--- src/rtl/rv32i_types_pkg.sv ---
// Shared RV32I scalar types used across the core.
// No logic, types only.
// No flow control.
package rv32i_types_pkg;
  typedef logic [31:0] word_t;
endpackage

--- src/rtl/sparce_pkg.sv ---
// Types and constants for the SparCE sparsity-skip path.
// No logic, types only.
// No flow control.
package sparce_pkg;
  localparam int SPARCE_REG_W = 5;

  typedef enum logic [1:0] {
    RS1    = 2'b00,
    RS2    = 2'b01,
    EITHER = 2'b10,
    BOTH   = 2'b11
  } sasa_cond_t;

  typedef enum logic [1:0] {
    IDLE     = 2'b00,
    LOOKUP   = 2'b01,
    EVAL     = 2'b10,
    REDIRECT = 2'b11
  } sparce_state_t;
endpackage

--- src/rtl/sparce_cond_eval.sv ---
// Decides whether a SASA skip condition holds given the two sparsity flags.
// Latency: purely combinational.
// No flow control.
module sparce_cond_eval
  import sparce_pkg::*;
(
  input  logic [1:0] i_cond,
  input  logic       i_sparse1,
  input  logic       i_sparse2,
  output logic       o_met
);

  sasa_cond_t w_cond;
  assign w_cond = sasa_cond_t'(i_cond);

  // Map condition code onto the sparsity flags
  always_comb begin
    o_met = 1'b0;
    case (w_cond)
      RS1:     o_met = i_sparse1;
      RS2:     o_met = i_sparse2;
      EITHER:  o_met = i_sparse1 | i_sparse2;
      BOTH:    o_met = i_sparse1 & i_sparse2;
      default: o_met = 1'b0;
    endcase
  end

endmodule

--- src/rtl/sparce_skip_sched.sv ---
// SparCE skip sequencer: PC -> SASA lookup -> SPRF condition check -> redirect.
// Latency: pc_valid to skipping is 3 cycles minimum (plus writeback-conflict retries).
// Backpressure: redirect is held until if_ex_enable; LOOKUP waits for sasa_ack.
module sparce_skip_sched
  import sparce_pkg::*;
  import rv32i_types_pkg::*;
#(
  parameter int EVAL_RETRY_MAX = 4,
  parameter int CNT_W          = 16
) (
  input  logic                    CLK,
  input  logic                    nRST,
  input  logic [31:0]             pc,
  input  logic                    pc_valid,
  input  logic                    flush,
  input  logic                    if_ex_enable,
  input  logic                    wb_en,
  input  logic [SPARCE_REG_W-1:0] rd,
  output logic                    sasa_req,
  output logic [31:0]             sasa_addr_q,
  input  logic                    sasa_ack,
  input  logic                    sasa_hit,
  input  logic [31:0]             sasa_target,
  input  logic [SPARCE_REG_W-1:0] sasa_rs1,
  input  logic [SPARCE_REG_W-1:0] sasa_rs2,
  input  logic [1:0]              sasa_cond,
  output logic [SPARCE_REG_W-1:0] sprf_rs1,
  output logic [SPARCE_REG_W-1:0] sprf_rs2,
  input  logic                    sprf_sparse1,
  input  logic                    sprf_sparse2,
  output logic [31:0]             sparce_target,
  output logic                    skipping,
  output logic [CNT_W-1:0]        skip_count
);

  localparam int RETRY_W = (EVAL_RETRY_MAX > 1) ? $clog2(EVAL_RETRY_MAX) : 1;
  localparam logic [RETRY_W-1:0] RETRY_LAST = RETRY_W'(EVAL_RETRY_MAX - 1);

  sparce_state_t             r_state;
  word_t                     r_pc_q;
  word_t                     r_target;
  logic [SPARCE_REG_W-1:0]   r_rs1;
  logic [SPARCE_REG_W-1:0]   r_rs2;
  sasa_cond_t                r_cond;
  logic [RETRY_W-1:0]        r_retry;
  logic                      r_sasa_req;
  logic                      r_skipping;
  logic [CNT_W-1:0]          r_skip_count;

  logic                      w_conflict;
  logic                      w_met;

  // A pending writeback to either condition register makes the SPRF flags stale
  assign w_conflict = wb_en && (rd != '0) && ((rd == r_rs1) || (rd == r_rs2));

  sparce_cond_eval u_cond_eval (
    .i_cond    (r_cond),
    .i_sparse1 (sprf_sparse1),
    .i_sparse2 (sprf_sparse2),
    .o_met     (w_met)
  );

  // Skip sequencer; flush beats everything, pc_valid restarts an unfinished check
  always_ff @(posedge CLK or negedge nRST) begin
    if (!nRST) begin
      r_state      <= IDLE;
      r_pc_q       <= '0;
      r_target     <= '0;
      r_rs1        <= '0;
      r_rs2        <= '0;
      r_cond       <= RS1;
      r_retry      <= '0;
      r_sasa_req   <= 1'b0;
      r_skipping   <= 1'b0;
      r_skip_count <= '0;
    end else if (flush) begin
      r_state    <= IDLE;
      r_sasa_req <= 1'b0;
      r_skipping <= 1'b0;
    end else begin
      case (r_state)
        IDLE: begin
          if (pc_valid) begin
            r_pc_q     <= pc;
            r_state    <= LOOKUP;
            r_sasa_req <= 1'b1;
          end
        end
        LOOKUP: begin
          if (pc_valid) begin
            // a same-cycle ack belongs to the old PC and is dropped
            r_pc_q <= pc;
          end else if (sasa_ack) begin
            r_sasa_req <= 1'b0;
            if (sasa_hit) begin
              r_target <= sasa_target;
              r_rs1    <= sasa_rs1;
              r_rs2    <= sasa_rs2;
              r_cond   <= sasa_cond_t'(sasa_cond);
              r_retry  <= '0;
              r_state  <= EVAL;
            end else begin
              r_state <= IDLE;
            end
          end
        end
        EVAL: begin
          if (pc_valid) begin
            r_pc_q     <= pc;
            r_state    <= LOOKUP;
            r_sasa_req <= 1'b1;
          end else if (w_conflict) begin
            if (r_retry < RETRY_LAST) r_retry <= r_retry + 1'b1;
            else                      r_state <= IDLE;
          end else if (w_met) begin
            r_state      <= REDIRECT;
            r_skipping   <= 1'b1;
            r_skip_count <= (r_skip_count == '1) ? r_skip_count : r_skip_count + 1'b1;
          end else begin
            r_state <= IDLE;
          end
        end
        REDIRECT: begin
          if (if_ex_enable) begin
            r_state    <= IDLE;
            r_skipping <= 1'b0;
          end
        end
        default: begin
          r_state    <= IDLE;
          r_sasa_req <= 1'b0;
          r_skipping <= 1'b0;
        end
      endcase
    end
  end

  assign sasa_req      = r_sasa_req;
  assign sasa_addr_q   = r_pc_q;
  assign sprf_rs1      = r_rs1;
  assign sprf_rs2      = r_rs2;
  assign skipping      = r_skipping;
  assign sparce_target = r_skipping ? r_target : '0;
  assign skip_count    = r_skip_count;

endmodule

--- config.mk ---
export PLATFORM = sky130hd
export DESIGN_NAME = sparce_skip_sched
export DESIGN_NICKNAME = d
export VERILOG_FILES = /design/src/rtl/rv32i_types_pkg.sv /design/src/rtl/sparce_pkg.sv /design/src/rtl/sparce_cond_eval.sv /design/src/rtl/sparce_skip_sched.sv
export SDC_FILE = /design/constraint.sdc
export NUM_CORES = 1
export LEC_CHECK = 0
export CELL_PAD_IN_SITES_DETAIL_PLACEMENT = 1
export CELL_PAD_IN_SITES_GLOBAL_PLACEMENT = 1
export CORE_MARGIN = 8
export CORE_UTILIZATION = 30
export DETAILED_ROUTE_END_ITERATION = 16
export PLACE_DENSITY = 0.75
export SKIP_LAST_GASP = 1
export SYNTH_ARGS = -nofsm -noshare
export SYNTH_HDL_FRONTEND = slang
export SYNTH_SLANG_ARGS = --single-unit
--- constraint.sdc ---
create_clock -name CLK -period 2.26 [get_ports CLK]
set_clock_uncertainty 0.15 [all_clocks]
set_input_delay 0.226 -clock CLK [delete_from_list [all_inputs] [get_ports CLK]]
set_output_delay 0.226 -clock CLK [all_outputs]
set_load 0.01 [all_outputs]
**Yosys cells after proc, flatten, opt, wreduce, memory -nomap -nowiden**

Index checks and enable logic that the tools add are counted.

- Output and inout bits: 92
- Logic and storage cells: 92
- Input bits: 91
- Register bits after elaboration: 98

- Bitwise logic cells: 6
- Add/sub/neg operators: 2
- Reductions and logical operators: 18
- Equal/unequal tests: 24
- Order comparisons: 1
- Multiplexer cells: 31

Operators by type and width:

| operator | number |
|---|---|
| 2-to-1 mux 2 bit | 16 |
| 2-to-1 mux 32 bit | 1 |
| != test 3 bit, second input constant | 6 |
| adder 16 x 1 -> 16 bit, second input constant | 1 |
| equality test 16 bit, second input constant | 1 |
| AND reduction 5 bit | 3 |
| != test 2 bit, second input constant | 6 |
| equality test 5 bit | 2 |
| 2-to-1 mux 1 bit | 9 |
| equality test 2 bit, second input constant | 4 |
| case mux 2 bit (4 select lines) | 1 |
| AND reduction 8 bit | 1 |
| AND reduction 6 bit | 1 |
| nonzero test 3 bit | 2 |
| != test 5 bit, second input constant | 1 |
| nonzero test 5 bit | 1 |
| equality test 2 x 1 -> 1 bit, second input constant | 2 |
| zero test 2 bit | 2 |
| NOT 1 bit | 4 |
| case mux 1 bit (2 select lines) | 2 |
| case mux 1 bit (4 select lines) | 1 |
| case mux 2 bit (2 select lines) | 1 |
| AND reduction 4 bit | 1 |
| != test 3 x 1 -> 1 bit, second input constant | 1 |
| other kinds (11) | 12 |

**Depth between registers and ports, before layout**

- Depth after elaboration: 7
- Mapped depth: 8
- Mapped depth without buffers: 6

**By module**

From an unflattened synthesis, not the netlist that was laid out.

- Cell total of the unflattened synthesis: 419
- Area total of the unflattened synthesis: 4,292.9 µm²

Modules (own cells, without submodules):

| module | cells each | area an instance (µm²) | seq. area each (µm²) | instances |
|---|---|---|---|---|
| sparce_skip_sched | 415 | 4,271.6 | 2,452.4 | 1 |
| sparce_cond_eval | 4 | 21.3 | 0.0 | 1 |

**Worst setup path after synthesis**

OpenSTA, ideal clock, no wires.

- Path type: reg2reg
- Start point: reg r_skip_count[5], in the netlist skip_count[5]
- End point: reg r_skip_count[14], in the netlist skip_count[14]
- Required time: 1.976 ns
- Cell stages (with the launch flop): 7
- Arrival time: 1.628 ns
- Path slack: 0.348 ns
- Buffers on the path: 0
- Period minus slack after synthesis: 1.912 ns
- Cell sequence: dfrtp_1 > nand3_2 > nor3_1 > nand3_1 > nand3_1 > nor4_2 > xor2_1

- Longest elaborated chain between the ends: 3
- Elaborated cells on any way between the ends: 4
- Those cells by class: 1 x add/sub; 1 x eq/ne; 1 x bitwise; 1 x reduce/logical

RTL lines:

| element | RTL line | source |
|---|---|---|
| start: declaration | sparce_skip_sched.sv:48 | `logic [CNT_W-1:0] r_skip_count;` |
| start signal: assignment | sparce_skip_sched.sv:118 | `r_skip_count <= (r_skip_count == '1) ? r_skip_count : r_skip_count + 1'b1;` |
| branches (longest 3 deep; another with adder 16 x 1 -> 16 bit) | - |  |

Several ways; the timed one is not identified.
A chain may end at the register's enable or synchronous reset.

**Worst setup path in the final report**

- Start point: reg r_skipping, in the netlist skipping
- End point: out sparce_target[13]

- Longest elaborated chain between the ends: 1

RTL lines:

| element | RTL line | source |
|---|---|---|
| start: declaration | sparce_skip_sched.sv:47 | `logic r_skipping;` |
| start signal: assignment | sparce_skip_sched.sv:74 | `r_skipping <= 1'b0;` |
| start signal: assignment | sparce_skip_sched.sv:79 | `r_skipping <= 1'b0;` |
| start signal: assignment | sparce_skip_sched.sv:117 | `r_skipping <= 1'b1;` |
| 2-to-1 mux 32 bit | sparce_skip_sched.sv:143 | `assign sparce_target = r_skipping ? r_target : '0;` |
| end: declaration | sparce_skip_sched.sv:31 | `output logic [31:0] sparce_target,` |

No other way between the ends.

==> reports/qor.csv <==
stage;metric;value;unit
floorplanning;die_h;137;um
worst_setup_path;crit_cells;3;
worst_setup_path;path_cells;buf_4, and2_1, clkdlybuf4s50_1;
global_route;grt_overflow;0;
logic_synthesis;synth_area_per_cell;13.3;um2
flow_run;drv_cap;0;
timing;finalSetupTns;0;ns
cts;cts.clk_slew.worst_paths;0.07;ns
drt;avgViaCountPerCell;4.61;
power_and_ir_drop;powerDensity;728;nW/um2
placed_design;gp_congestion;0.688;
timing;setup_viol;0;
global_route;grt_max_degree;51;
layout;area_growth;58.2;%
timing;slew_viol_final;0;
floorplanning;core.rowCount;44;
timing;hold_viol_final;0;
floorplanning;fp.dieW;137;um
run_status;outcome;finished, final reports clean;
timing;slew_headroom;65.7;%
layout;drive_above_1_share;24.6;%
cts;cts_tree;done;
logic_synthesis;synth_top_area_share;56.0;%
worst_setup_path;crit_buf_inv;2;
timing;fmax;478;MHz
logic_synthesis;ys_seq_area_share;56.0;%
layout;final_cell_count_no_fill;720;
timing;worst-slew-pin-transition;0.514;ns
floorplanning;start_util;30.5;%
cts;cts_num_sinks;98;
global_route;grt_pass1_vias;3744;
worst_setup_path;endpoint;sparce_target[13];
worst_setup_path;crit_family;buffers and inverters;
logic_synthesis;synth_edf_count;0;
logic_synthesis;mappedNetlistArea;4380;um2
floorplanning;ios;183;
worst_setup_path;cpPeakStageDelay;0.56;ns
cts;cts_max_path_buffers;2;
cts;cts_hold_buf;1;
power_and_ir_drop;p_leak;2.97;nW
worst_setup_path;worstSetupStartpoint;skipping;
logic_synthesis;synthFlopType;dfrtp_1;
drt;drc_errors;0;
logic_synthesis;synth_cell_type_count;38;
logic_synthesis;syn_nets;422;
hold_path;min_path_type;in2async;
logic_synthesis;netlist.top_cell.by_area;dfrtp_1;
drt;vias;3322;
timing;rsz0062_at_grt;false;
worst_setup_path;r2r_slack;0.20;ns
placed_design;post_dp_cell_area;6570;um2
worst_setup_path;critPathMaxFanout;33;
cts;htreeDepth;3;
drt;drtAntennaViolNets;0;
global_route;grt_pass1_wl;20.8;mm
placed_design;portBuffers;182;
timing;min_period;2.09;ns
logic_synthesis;postSynthCellCount;329;
logic_synthesis;yosys_warnings;0;
drt;drt-initial-drc-count;126;
worst_setup_path;crit_required;1.88;ns
worst_setup_path;cp_slowest_cell;clkdlybuf4s50_1;
cts;insertion_delay;0.33;ns
global_route;grt.total_usage;14.3;%
layout;fin_nets;624;
cts;cts.repair.resized;0;
worst_setup_path;rr_worst_depth;6;
worst_setup_path;regToRegStartpoint;skip_count[7];
worst_setup_path;r2r_end;skip_count[9];
logic_synthesis;ys_ff_latch;98;
worst_setup_path;worstSetupStartpointType;register;
placed_design;dp_hpwl;10.3;mm
floorplanning;dieArea;18700;um2
global_route;antenna_found_initial;0;
cts;post_cts_buffers;0;
layout;diodes;0;
drt;wl_per_cell;18.2;um
worst_setup_path;worst_setup_path_end_kind;output port;
drt;drtPass1Iterations;4;
layout;num-fill-cells;1494;
worst_setup_path;critPathArrivalTime;1.72;ns
timing;post-route-period-util;92.7;%
floorplanning;coreArea;14400;um2
drt;wl;13.1;mm
logic_synthesis;async_reset_ff_share;100;%
logic_synthesis;synth_area_leaders;dfrtp_1, mux2_2, xor2_1;
worst_setup_path;crit_type;reg2out;
layout;post-route-cell-area;6920;um2
cts;clockRootBuffer;clkbuf_16;
cts;cts_inserted_buffers;9;
power_and_ir_drop;vdd_ir_drop_max;365;uV
placed_design;dp.cells;703;
cell families (layout without fill, tap and decap cells):
| family | count (synthesis) | after routing | share of synthesized area [%] |
|---|---|---|---|
| buffers and inverters | 18 | 225 | 1.89 |
| AOI/OAI and AO/OA | 15 | 15 | 3.40 |
| DFF | 98 | 98 | 56.0 |
| xor gates and xnor gates | 26 | 26 | 5.20 |
| and+or+nand+nor | 93 | 93 | 13.1 |
| adders and majority gates | 2 | 2 | 0.572 |
| muxes | 77 | 77 | 19.8 |
Yosys cell counts, types with 3 or more instances:
cell type,count
nand3_1,6
inv_1,4
nor2b_1,3
clkbuf_1,6
nand2_1,10
dfrtp_1,98
buf_2,6
nor3_1,11
nor3_2,6
nor2_1,11
mux2_2,77
and2_1,33
xor2_1,24
how the worst min path moves through the flow:
stage / from / to / slack [ns]
final: nRST / r_target[7] / 0.27
after global routing: nRST / r_target[7] / 0.31
after CTS: nRST / r_target[7] / 0.28
after detailed placement: nRST / r_target[7] / 0.09
after global placement: nRST / r_target[7] / 0.08
after floorplan: nRST / r_cond[0] / -0.22
cell type report:
| cell class | count | area [um2] | area share, % |
|---|---|---|---|
| inverters | 4 | 15.0 | 0.217 |
| repair buffers | 205 | 2040 | 29.5 |
| multi-input cells | 213 | 1840 | 26.6 |
| well taps | 184 | 230 | 3.33 |
| clock buffers | 12 | 267 | 3.85 |
| flip-flops and latches | 98 | 2450 | 35.4 |
| clock inverters | 4 | 72.6 | 1.05 |
stage by stage:
step                utilization, %  setup slack [ns]  power [mW]  hold WS, ns
floorplan                        -             0.348        2.69       -0.220
global placement              45.7           -0.0563        3.32       0.0825
detailed placement            45.7            -0.139        3.38       0.0865
CTS                           48.2             0.115        5.12        0.280
global route                  48.2            0.0502        5.29        0.307
finish                        48.2             0.166        5.04        0.267
report_power, final:
part	switching, mW	internal [mW]
registers	0.188	2.07
logic	0.383	0.686
clock network	0.655	1.06
placed cells by master, fill, tap and decap left out, drive strengths merged, types with 2 or more instances in the layout:
cell type and instances:
ha 2, xnor2 2, clkdlybuf4s50 181, inv 4, nor3 17, nor2b 3, a22o 2, bufinv 2
nor4 3, nor2 11, xor2 24, nand2 10, and2 33, clkbuf 12, buf 23, mux2 77
dfrtp 98, nand3 7, nand4 2, nand2b 2, a21oi 2, o21ai 4
registers in the layout, indices dropped and copies added (netlist names):
name / flops
r_state: 2
r_retry: 2
sprf_rs2: 5
r_target: 32
sasa_addr_q: 32
sprf_rs1: 5
skip_count: 16
sasa_req: 1
skipping: 1
r_cond: 2
worst reg2reg max path: cells and delay by family, from the launching register on:
family | cells | cell delay (ns)
AND/OR/NAND/NOR | 4 | 0.85
AO/OA/AOI/OAI | 1 | 0.39
XOR/XNOR | 1 | 0.16
flip-flops | 1 | 0.39
per-layer routing:
layer	wire, um	part of all wire [%]	GRT usage (%)
met1	5020	38	15.9
met2	6830	52	25.1
met3	1150	8.7	5.36
met4	129	0.98	4.03
met5	0	0	0
(Power assumes the default switching activity.)
